File: src/rtl/shift_issue_stage.sv
// ---------------------------------------------------------------------------
// shift_issue_stage
//   Two-register issue stage for RV32 shift instructions (SLL/SRL/SRA and
//   their immediate forms). S1 holds the decoded operands and drives an
//   external combinational barrel shifter; S2 captures the shifter result
//   and presents it on a valid/ready output port.
//
// Ports
//   clk, rst                  clock, synchronous active-high reset
//   inValid / inReady         request handshake
//   funct3, funct7b5, isImm   instruction decode fields
//   rs1Data, rs2Data          register operands (only rs2Data[4:0] used)
//   immShamt, rdAddr          immediate shift amount, destination register
//   shDataIn/shAmount/
//   shLeft/shArith            shifter controls, driven only from S1
//   shResult                  combinational shifter return
//   outValid / outReady       result handshake
//   outData, outRd, outIllegal result, destination, unsupported-encoding flag
//   shiftCount                completed legal shifts (only with the macro)
//
// Optional feature macro: SHIFT_PERF_CNT_EN (adds shiftCount counter).
// ---------------------------------------------------------------------------
module shift_issue_stage (
  input  logic        clk,
  input  logic        rst,
`ifdef SHIFT_PERF_CNT_EN
  output logic [31:0] shiftCount,
`endif
  input  logic        inValid,
  output logic        inReady,
  input  logic [2:0]  funct3,
  input  logic        funct7b5,
  input  logic        isImm,
  input  logic [31:0] rs1Data,
  input  logic [31:0] rs2Data,
  input  logic [4:0]  immShamt,
  input  logic [4:0]  rdAddr,
  output logic [31:0] shDataIn,
  output logic [4:0]  shAmount,
  output logic        shLeft,
  output logic        shArith,
  input  logic [31:0] shResult,
  output logic        outValid,
  input  logic        outReady,
  output logic [31:0] outData,
  output logic [4:0]  outRd,
  output logic        outIllegal
);

  logic        s1_valid_q, s1_valid_d;
  logic [31:0] s1_data_q, s1_data_d;
  logic [4:0]  s1_amt_q, s1_amt_d;
  logic        s1_left_q, s1_left_d;
  logic        s1_arith_q, s1_arith_d;
  logic [4:0]  s1_rd_q, s1_rd_d;
  logic        s1_ill_q, s1_ill_d;

  logic        s2_valid_q, s2_valid_d;
  logic [31:0] s2_data_q, s2_data_d;
  logic [4:0]  s2_rd_q, s2_rd_d;
  logic        s2_ill_q, s2_ill_d;

  logic        dec_legal_s, dec_left_s, dec_arith_s;
  logic [4:0]  amt_s;
  logic        s2_free_s, accept_s, move_s;
  logic        unused_s;

  // Upper rs2 bits never affect a shift.
  assign unused_s = ^rs2Data[31:5];

  // Handshake: readiness never looks at inValid.
  assign s2_free_s = !s2_valid_q || outReady;
  assign inReady   = !s1_valid_q || s2_free_s;
  assign accept_s  = inValid && inReady;
  assign move_s    = s1_valid_q && s2_free_s;

  assign amt_s = isImm ? immShamt : rs2Data[4:0];

  // Decode funct3/funct7b5 into shift direction/type and legality.
  always_comb begin
    dec_legal_s = 1'b0;
    dec_left_s  = 1'b0;
    dec_arith_s = 1'b0;
    case (funct3)
      3'b001: begin
        if (!funct7b5) begin
          dec_legal_s = 1'b1;
          dec_left_s  = 1'b1;
        end else begin
          dec_legal_s = 1'b0;
        end
      end
      3'b101: begin
        dec_legal_s = 1'b1;
        dec_arith_s = funct7b5;
      end
      default: begin
        dec_legal_s = 1'b0;
      end
    endcase
  end

  // Next-state for both pipeline registers.
  always_comb begin
    s1_valid_d = s1_valid_q;
    s1_data_d  = s1_data_q;
    s1_amt_d   = s1_amt_q;
    s1_left_d  = s1_left_q;
    s1_arith_d = s1_arith_q;
    s1_rd_d    = s1_rd_q;
    s1_ill_d   = s1_ill_q;
    s2_valid_d = s2_valid_q;
    s2_data_d  = s2_data_q;
    s2_rd_d    = s2_rd_q;
    s2_ill_d   = s2_ill_q;

    if (accept_s) begin
      // Illegal encodings park the shifter with all-zero controls.
      s1_valid_d = 1'b1;
      s1_data_d  = dec_legal_s ? rs1Data : 32'h0000_0000;
      s1_amt_d   = dec_legal_s ? amt_s : 5'd0;
      s1_left_d  = dec_left_s;
      s1_arith_d = dec_arith_s;
      s1_rd_d    = rdAddr;
      s1_ill_d   = !dec_legal_s;
    end else if (move_s) begin
      s1_valid_d = 1'b0;
    end else begin
      s1_valid_d = s1_valid_q;
    end

    if (move_s) begin
      s2_valid_d = 1'b1;
      s2_data_d  = s1_ill_q ? 32'h0000_0000 : shResult;
      s2_rd_d    = s1_rd_q;
      s2_ill_d   = s1_ill_q;
    end else if (outReady) begin
      s2_valid_d = 1'b0;
    end else begin
      s2_valid_d = s2_valid_q;
    end
  end

  // Pipeline registers; reset wins over any handshake.
  always_ff @(posedge clk) begin
    if (rst) begin
      s1_valid_q <= 1'b0;
      s1_data_q  <= 32'h0000_0000;
      s1_amt_q   <= 5'd0;
      s1_left_q  <= 1'b0;
      s1_arith_q <= 1'b0;
      s1_rd_q    <= 5'd0;
      s1_ill_q   <= 1'b0;
      s2_valid_q <= 1'b0;
      s2_data_q  <= 32'h0000_0000;
      s2_rd_q    <= 5'd0;
      s2_ill_q   <= 1'b0;
    end else begin
      s1_valid_q <= s1_valid_d;
      s1_data_q  <= s1_data_d;
      s1_amt_q   <= s1_amt_d;
      s1_left_q  <= s1_left_d;
      s1_arith_q <= s1_arith_d;
      s1_rd_q    <= s1_rd_d;
      s1_ill_q   <= s1_ill_d;
      s2_valid_q <= s2_valid_d;
      s2_data_q  <= s2_data_d;
      s2_rd_q    <= s2_rd_d;
      s2_ill_q   <= s2_ill_d;
    end
  end

  assign shDataIn   = s1_data_q;
  assign shAmount   = s1_amt_q;
  assign shLeft     = s1_left_q;
  assign shArith    = s1_arith_q;
  assign outValid   = s2_valid_q;
  assign outData    = s2_data_q;
  assign outRd      = s2_rd_q;
  assign outIllegal = s2_ill_q;

`ifdef SHIFT_PERF_CNT_EN
  logic [31:0] cnt_q;

  // Count legal results leaving the stage; wraps naturally.
  always_ff @(posedge clk) begin
    if (rst) begin
      cnt_q <= 32'h0000_0000;
    end else if (s2_valid_q && outReady && !s2_ill_q) begin
      cnt_q <= cnt_q + 32'd1;
    end else begin
      cnt_q <= cnt_q;
    end
  end

  assign shiftCount = cnt_q;
`endif

endmodule
File: config.mk
export PLATFORM = sky130hd
export DESIGN_NAME = shift_issue_stage
export DESIGN_NICKNAME = d
export VERILOG_FILES = /design/src/rtl/shift_issue_stage.sv
export SDC_FILE = /design/constraint.sdc
export NUM_CORES = 1
export LEC_CHECK = 0
export BUFFER_PORTS_ARGS = -buffer_cell sky130_fd_sc_hd__clkbuf_2
export CORE_MARGIN = 4
export CORE_UTILIZATION = 50
export CTS_BUF_LIST = sky130_fd_sc_hd__clkbuf_2
export CTS_CLUSTER_DIAMETER = 80
export DETAILED_ROUTE_END_ITERATION = 16
export PLACE_DENSITY = 0.95
export SLEW_MARGIN = 0
export SYNTH_ARGS = -nofsm -noshare
export SYNTH_HDL_FRONTEND = slang
export SYNTH_SLANG_ARGS = --single-unit
File: constraint.sdc
create_clock -name clk -period 4.1 [get_ports clk]
set_clock_uncertainty 0.15 [all_clocks]
set_input_delay 0 -clock clk [delete_from_list [all_inputs] [get_ports clk]]
set_output_delay 0 -clock clk [all_outputs]
set_load 0.005 [all_outputs]
==> results of run 1 <==
-- cells by family after synthesis --
logic type / count (synthesis)
compound gates: 166
buf+inv: 50
flops: 85
mux: 6
simple gates: 56
-- through the flow --
stage	worst slack, ns	instance area (µm²)	hold WS [ns]	utilization [%]
2_1_floorplan	2.72	3580	-0.0159	-
3_3_place_gp	1.70	4320	0.0657	62.9
3_5_place_dp	1.64	4320	0.0723	62.9
==> flow_metrics.env, run 1 <==
export IMPL_syn_avg_cell_area_um2=9.88
export IMPL_synth_simple_gate_area_share_pct=11.8
export IMPL_clockBufferDepth=2
export IMPL_synth_top_family_by_area="compound AO/OA/AOI/OAI gates"
export IMPL_port_buffers=166
export IMPL_error_line="[ERROR RSZ-0060] Max buffer count reached."
export IMPL_post_cts_setup_buffer_count=0
export IMPL_gp_congestion=0.757
export IMPL_syn_num_nets=478
export IMPL_synth_xor_area_share_pct=0
export IMPL_outcome="stopped before the end"
export IMPL_cts_sinks=85
export IMPL_synth_compound_area_share_pct=31.8
export IMPL_htreeDepth=3
export IMPL_place_detailed_hpwl_um=6670
export IMPL_synthDistinctLibCells=32
export IMPL_failed_stage="clock tree synthesis"
export IMPL_syn_inst=363
export IMPL_syn_area_um2=3580
export IMPL_ys_ff_latch=85
export IMPL_netlist_area_leader_share_pct=47.5
export IMPL_placed_cells=582
export IMPL_cts_root_buf="clkbuf_2"
export IMPL_synth_most_common_cell="dfxtp_1"
export IMPL_rows=30
export IMPL_yosysSeqAreaShare_pct=47.5
export IMPL_synthArstFlopShare_pct=0
export IMPL_yosysWarningCount=0
export IMPL_synth_edff_count=0
export IMPL_ioPinCount=194
export IMPL_synth_common_cells="85 x dfxtp_1, 47 x a21oi_1, 41 x o21ai_0"
export IMPL_cts_hold_buf=120
export IMPL_die_h_um=92.7
export IMPL_cts_resized=0
export IMPL_cts_buffers=9
export IMPL_synthFlopType="dfxtp_1"
export IMPL_synth_mux_area_share_pct=1.68
export IMPL_die_width_um=92.7
export IMPL_ys_top_cells_by_area="dfxtp_1 47%, o211a_1 8.9%, nand4b_1 7.8%, a31o_1 7.1%, a21oi_1 6.6%"
export IMPL_start_util_pct=52.2
export IMPL_synth_fa_ha_area_share_pct=0
export IMPL_synth_top_area_cell="dfxtp_1"
==> run 2, diff against run 1 <==
- CORE_UTILIZATION: 50 -> 35
- CTS_BUF_LIST: sky130_fd_sc_hd__clkbuf_2 -> default
- CTS_CLUSTER_DIAMETER: 80 -> default
- PLACE_DENSITY: 0.95 -> default
- PLACE_DENSITY_LB_ADDON: default -> 0.15
==> run 2 against run 1 <==
Compared with the run above: the flow now finishes without violations; synthesized area is the same; synthesized cell count is the same.
==> flow_metrics.env, run 2 <==
export IMPL_core_um2=9860
export IMPL_final_setup_tns_ns=0
export IMPL_rsz0062_at_grt="false"
export IMPL_hold_class="primary input to register"
export IMPL_p_comb_share_pct=13.8
export IMPL_multiInputGateArea_um2=1630
export IMPL_swShare_pct=23.5
export IMPL_clk_pin_slew_ns=0.09
export IMPL_period_share_pct=72.6
export IMPL_gp_congestion=0.775
export IMPL_drc=0
export IMPL_drv_cap=0
export IMPL_nets=720
export IMPL_crit_type="register to register"
export IMPL_die_width_um=109
export IMPL_overflow=0
export IMPL_syn_avg_cell_area_um2=9.88
export IMPL_port_buffers=166
export IMPL_synth_edff_count=0
export IMPL_vias=3840
export IMPL_wire_per_inst_um=15.8
export IMPL_drv_slew=0
export IMPL_syn_inst=363
export IMPL_powerDensity_nw_per_um2=326
export IMPL_worst_path_max_delay_cell="dfxtp_1"
export IMPL_gr_usage_met1_pct=24.4
export IMPL_cts_root_buf="clkbuf_8"
export IMPL_p_leak_nw=2.84
export IMPL_cts_hold_buf=106
export IMPL_cts_sinks=85
export IMPL_setup_viol=0
export IMPL_antenna_found_initial=0
export IMPL_use_met3_pct=5.74
export IMPL_die_area_um2=11900
export IMPL_grt_pass1_wl_um=18100
export IMPL_die_h_um=109
export IMPL_hold_violations=0
export IMPL_top_usage_layer="met2"
export IMPL_cts_resized=0
export IMPL_htreeDepth=3
export IMPL_synthDistinctLibCells=32
export IMPL_endpoint_kind="register"
export IMPL_final_cell_mix="166 x clkbuf_2, 106 x dlygate4sd3_1, 85 x dfxtp_1"
export IMPL_ys_top_cells_by_area="dfxtp_1 47%, o211a_1 8.9%, nand4b_1 7.8%, a31o_1 7.1%, a21oi_1 6.6%"
export IMPL_max_freq_mhz=336
export IMPL_final_common_cell="clkbuf_2"
export IMPL_path_max_fanout=39
export IMPL_ioPinCount=194
export IMPL_relSlewSlack_pct=17.2
export IMPL_grt_start_max_net_pins=49
export IMPL_yosysSeqAreaShare_pct=47.5
export IMPL_synth_top_area_cell="dfxtp_1"
export IMPL_grt_pass1_vias=3681
export IMPL_netlist_area_leader_share_pct=47.5
export IMPL_rows=36
export IMPL_start_util_pct=36.3
export IMPL_postRouteAntennaNets=0
export IMPL_fillerInstances=843
export IMPL_power_switching_uw=437
export IMPL_clkPwrFrac_pct=39.1
export IMPL_drt_pass1_iterations=5
export IMPL_synth_most_common_cell="dfxtp_1"
export IMPL_cp_start_kind="register"
export IMPL_syn_num_nets=478
export IMPL_met2_usage_pct=31.1
export IMPL_diodes=0
export IMPL_seq_area_um2=1700
export IMPL_routed_wl_um=11700
export IMPL_clockBufferDepth=2
export IMPL_vdd_drop_max_uv=167
export IMPL_track_usage_pct=19.0
export IMPL_drive_gt1_share_pct=32.1
export IMPL_crit_path_max_incr_delay_ns=0.77
export IMPL_synth_common_cells="85 x dfxtp_1, 47 x a21oi_1, 41 x o21ai_0"
export IMPL_critical_path_cell_chain="buf_4 -> inv_1 -> o21ai_0 -> a21oi_1 -> dlygate4sd3_1"
export IMPL_drt_first_iter_violations=282
export IMPL_synthFlopType="dfxtp_1"
export IMPL_area_growth_pct=58.7
export IMPL_p_seq_share_pct=47.1
export IMPL_post_cts_setup_buffer_count=0
export IMPL_min_period_ns=2.98
export IMPL_cts_tree="built"
export IMPL_outcome="completed"
export IMPL_worst_pin_slew_ns=1.24
export IMPL_setup_ws_ns=1.12
export IMPL_vias_per_cell=5.17
export IMPL_worstPathArrival_ns=3.07
export IMPL_pre_cts_ws_ns=1.66
export IMPL_worstPathRequired_ns=4.19
export IMPL_synthArstFlopShare_pct=0
export IMPL_cts_buffers=9
export IMPL_clock_latency_ns=0.35
export IMPL_p_int_mw=1.42
export IMPL_syn_area_um2=3580
export IMPL_yosysWarningCount=0
export IMPL_ys_ff_latch=85
export IMPL_place_detailed_hpwl_um=6680
## run 2: kinds of logic after synthesis
kind of cell,count (synthesis),share of synthesized area (%)
DFF,85,47.5
muxes,6,1.68
AOI/OAI and AO/OA,166,31.8
and+or+nand+nor,56,11.8
buffers and inverters,50,7.26
## run 2: per-layer routing
layer	up-vias	routed length, µm	part of all wire, %
li1	1869	-	-
met1	1826	5000	43
met2	128	5700	49
met3	17	839	7.1
met4	0	192	1.6
met5	-	0	0
## run 2: cell type report
class | instances | share of cell area, %
flip-flops and latches | 85 | 29.9
repair buffers | 277 | 33.9
inverters | 4 | 0.286
clock buffers | 11 | 2.49
multi-input cells | 228 | 28.6
well taps | 133 | 2.93
clock inverters | 5 | 1.89
## run 2: path summary, 6_finish.rpt
| path | depth (start not counted) | end | from | slack, ns |
|---|---|---|---|---|
| min reg2reg | 2 | outRd[4] | s1_rd_q[4] | 0.32 |
| max reg2reg | 5 | outData[24] | s1_valid_q | 1.12 |
| min | 3 | shDataIn[24] | rs1Data[24] | 0.25 |
| max | 5 | outData[24] | s1_valid_q | 1.12 |
## run 2: power groups by stage
stage / combinational, mW / clock, mW / sequential, mW
global placement: 0.176 / 0 / 0.893
finish: 0.257 / 0.725 / 0.875
CTS: 0.254 / 0.753 / 0.875
global route: 0.280 / 0.788 / 0.879
detailed placement: 0.177 / 0 / 0.894
floorplan: 0.0987 / 0 / 0.887
## run 2: through the flow
step                      hold WS, ns  cells  util [%]  total power [mW]  cell area [µm²]
final                           0.248    743      57.7              1.86             5690
after global routing            0.231    743      57.7              1.95             5690
after detailed placement       0.0712    621      44.4              1.07             4380
after CTS                       0.222    743      57.7              1.88             5690
after global placement         0.0652    621      44.4              1.07             4380
after floorplan               -0.0159    363         -             0.985             3580
## run 2: critical path, delay by kind of cell, from the launching register on
family / cells / cell delay [ns]
AOI/OAI and AO/OA: 2 / 0.42
DFF: 1 / 0.77
buffers and inverters: 3 / 1.53
Note: power is estimated with default switching activity, not from simulation.
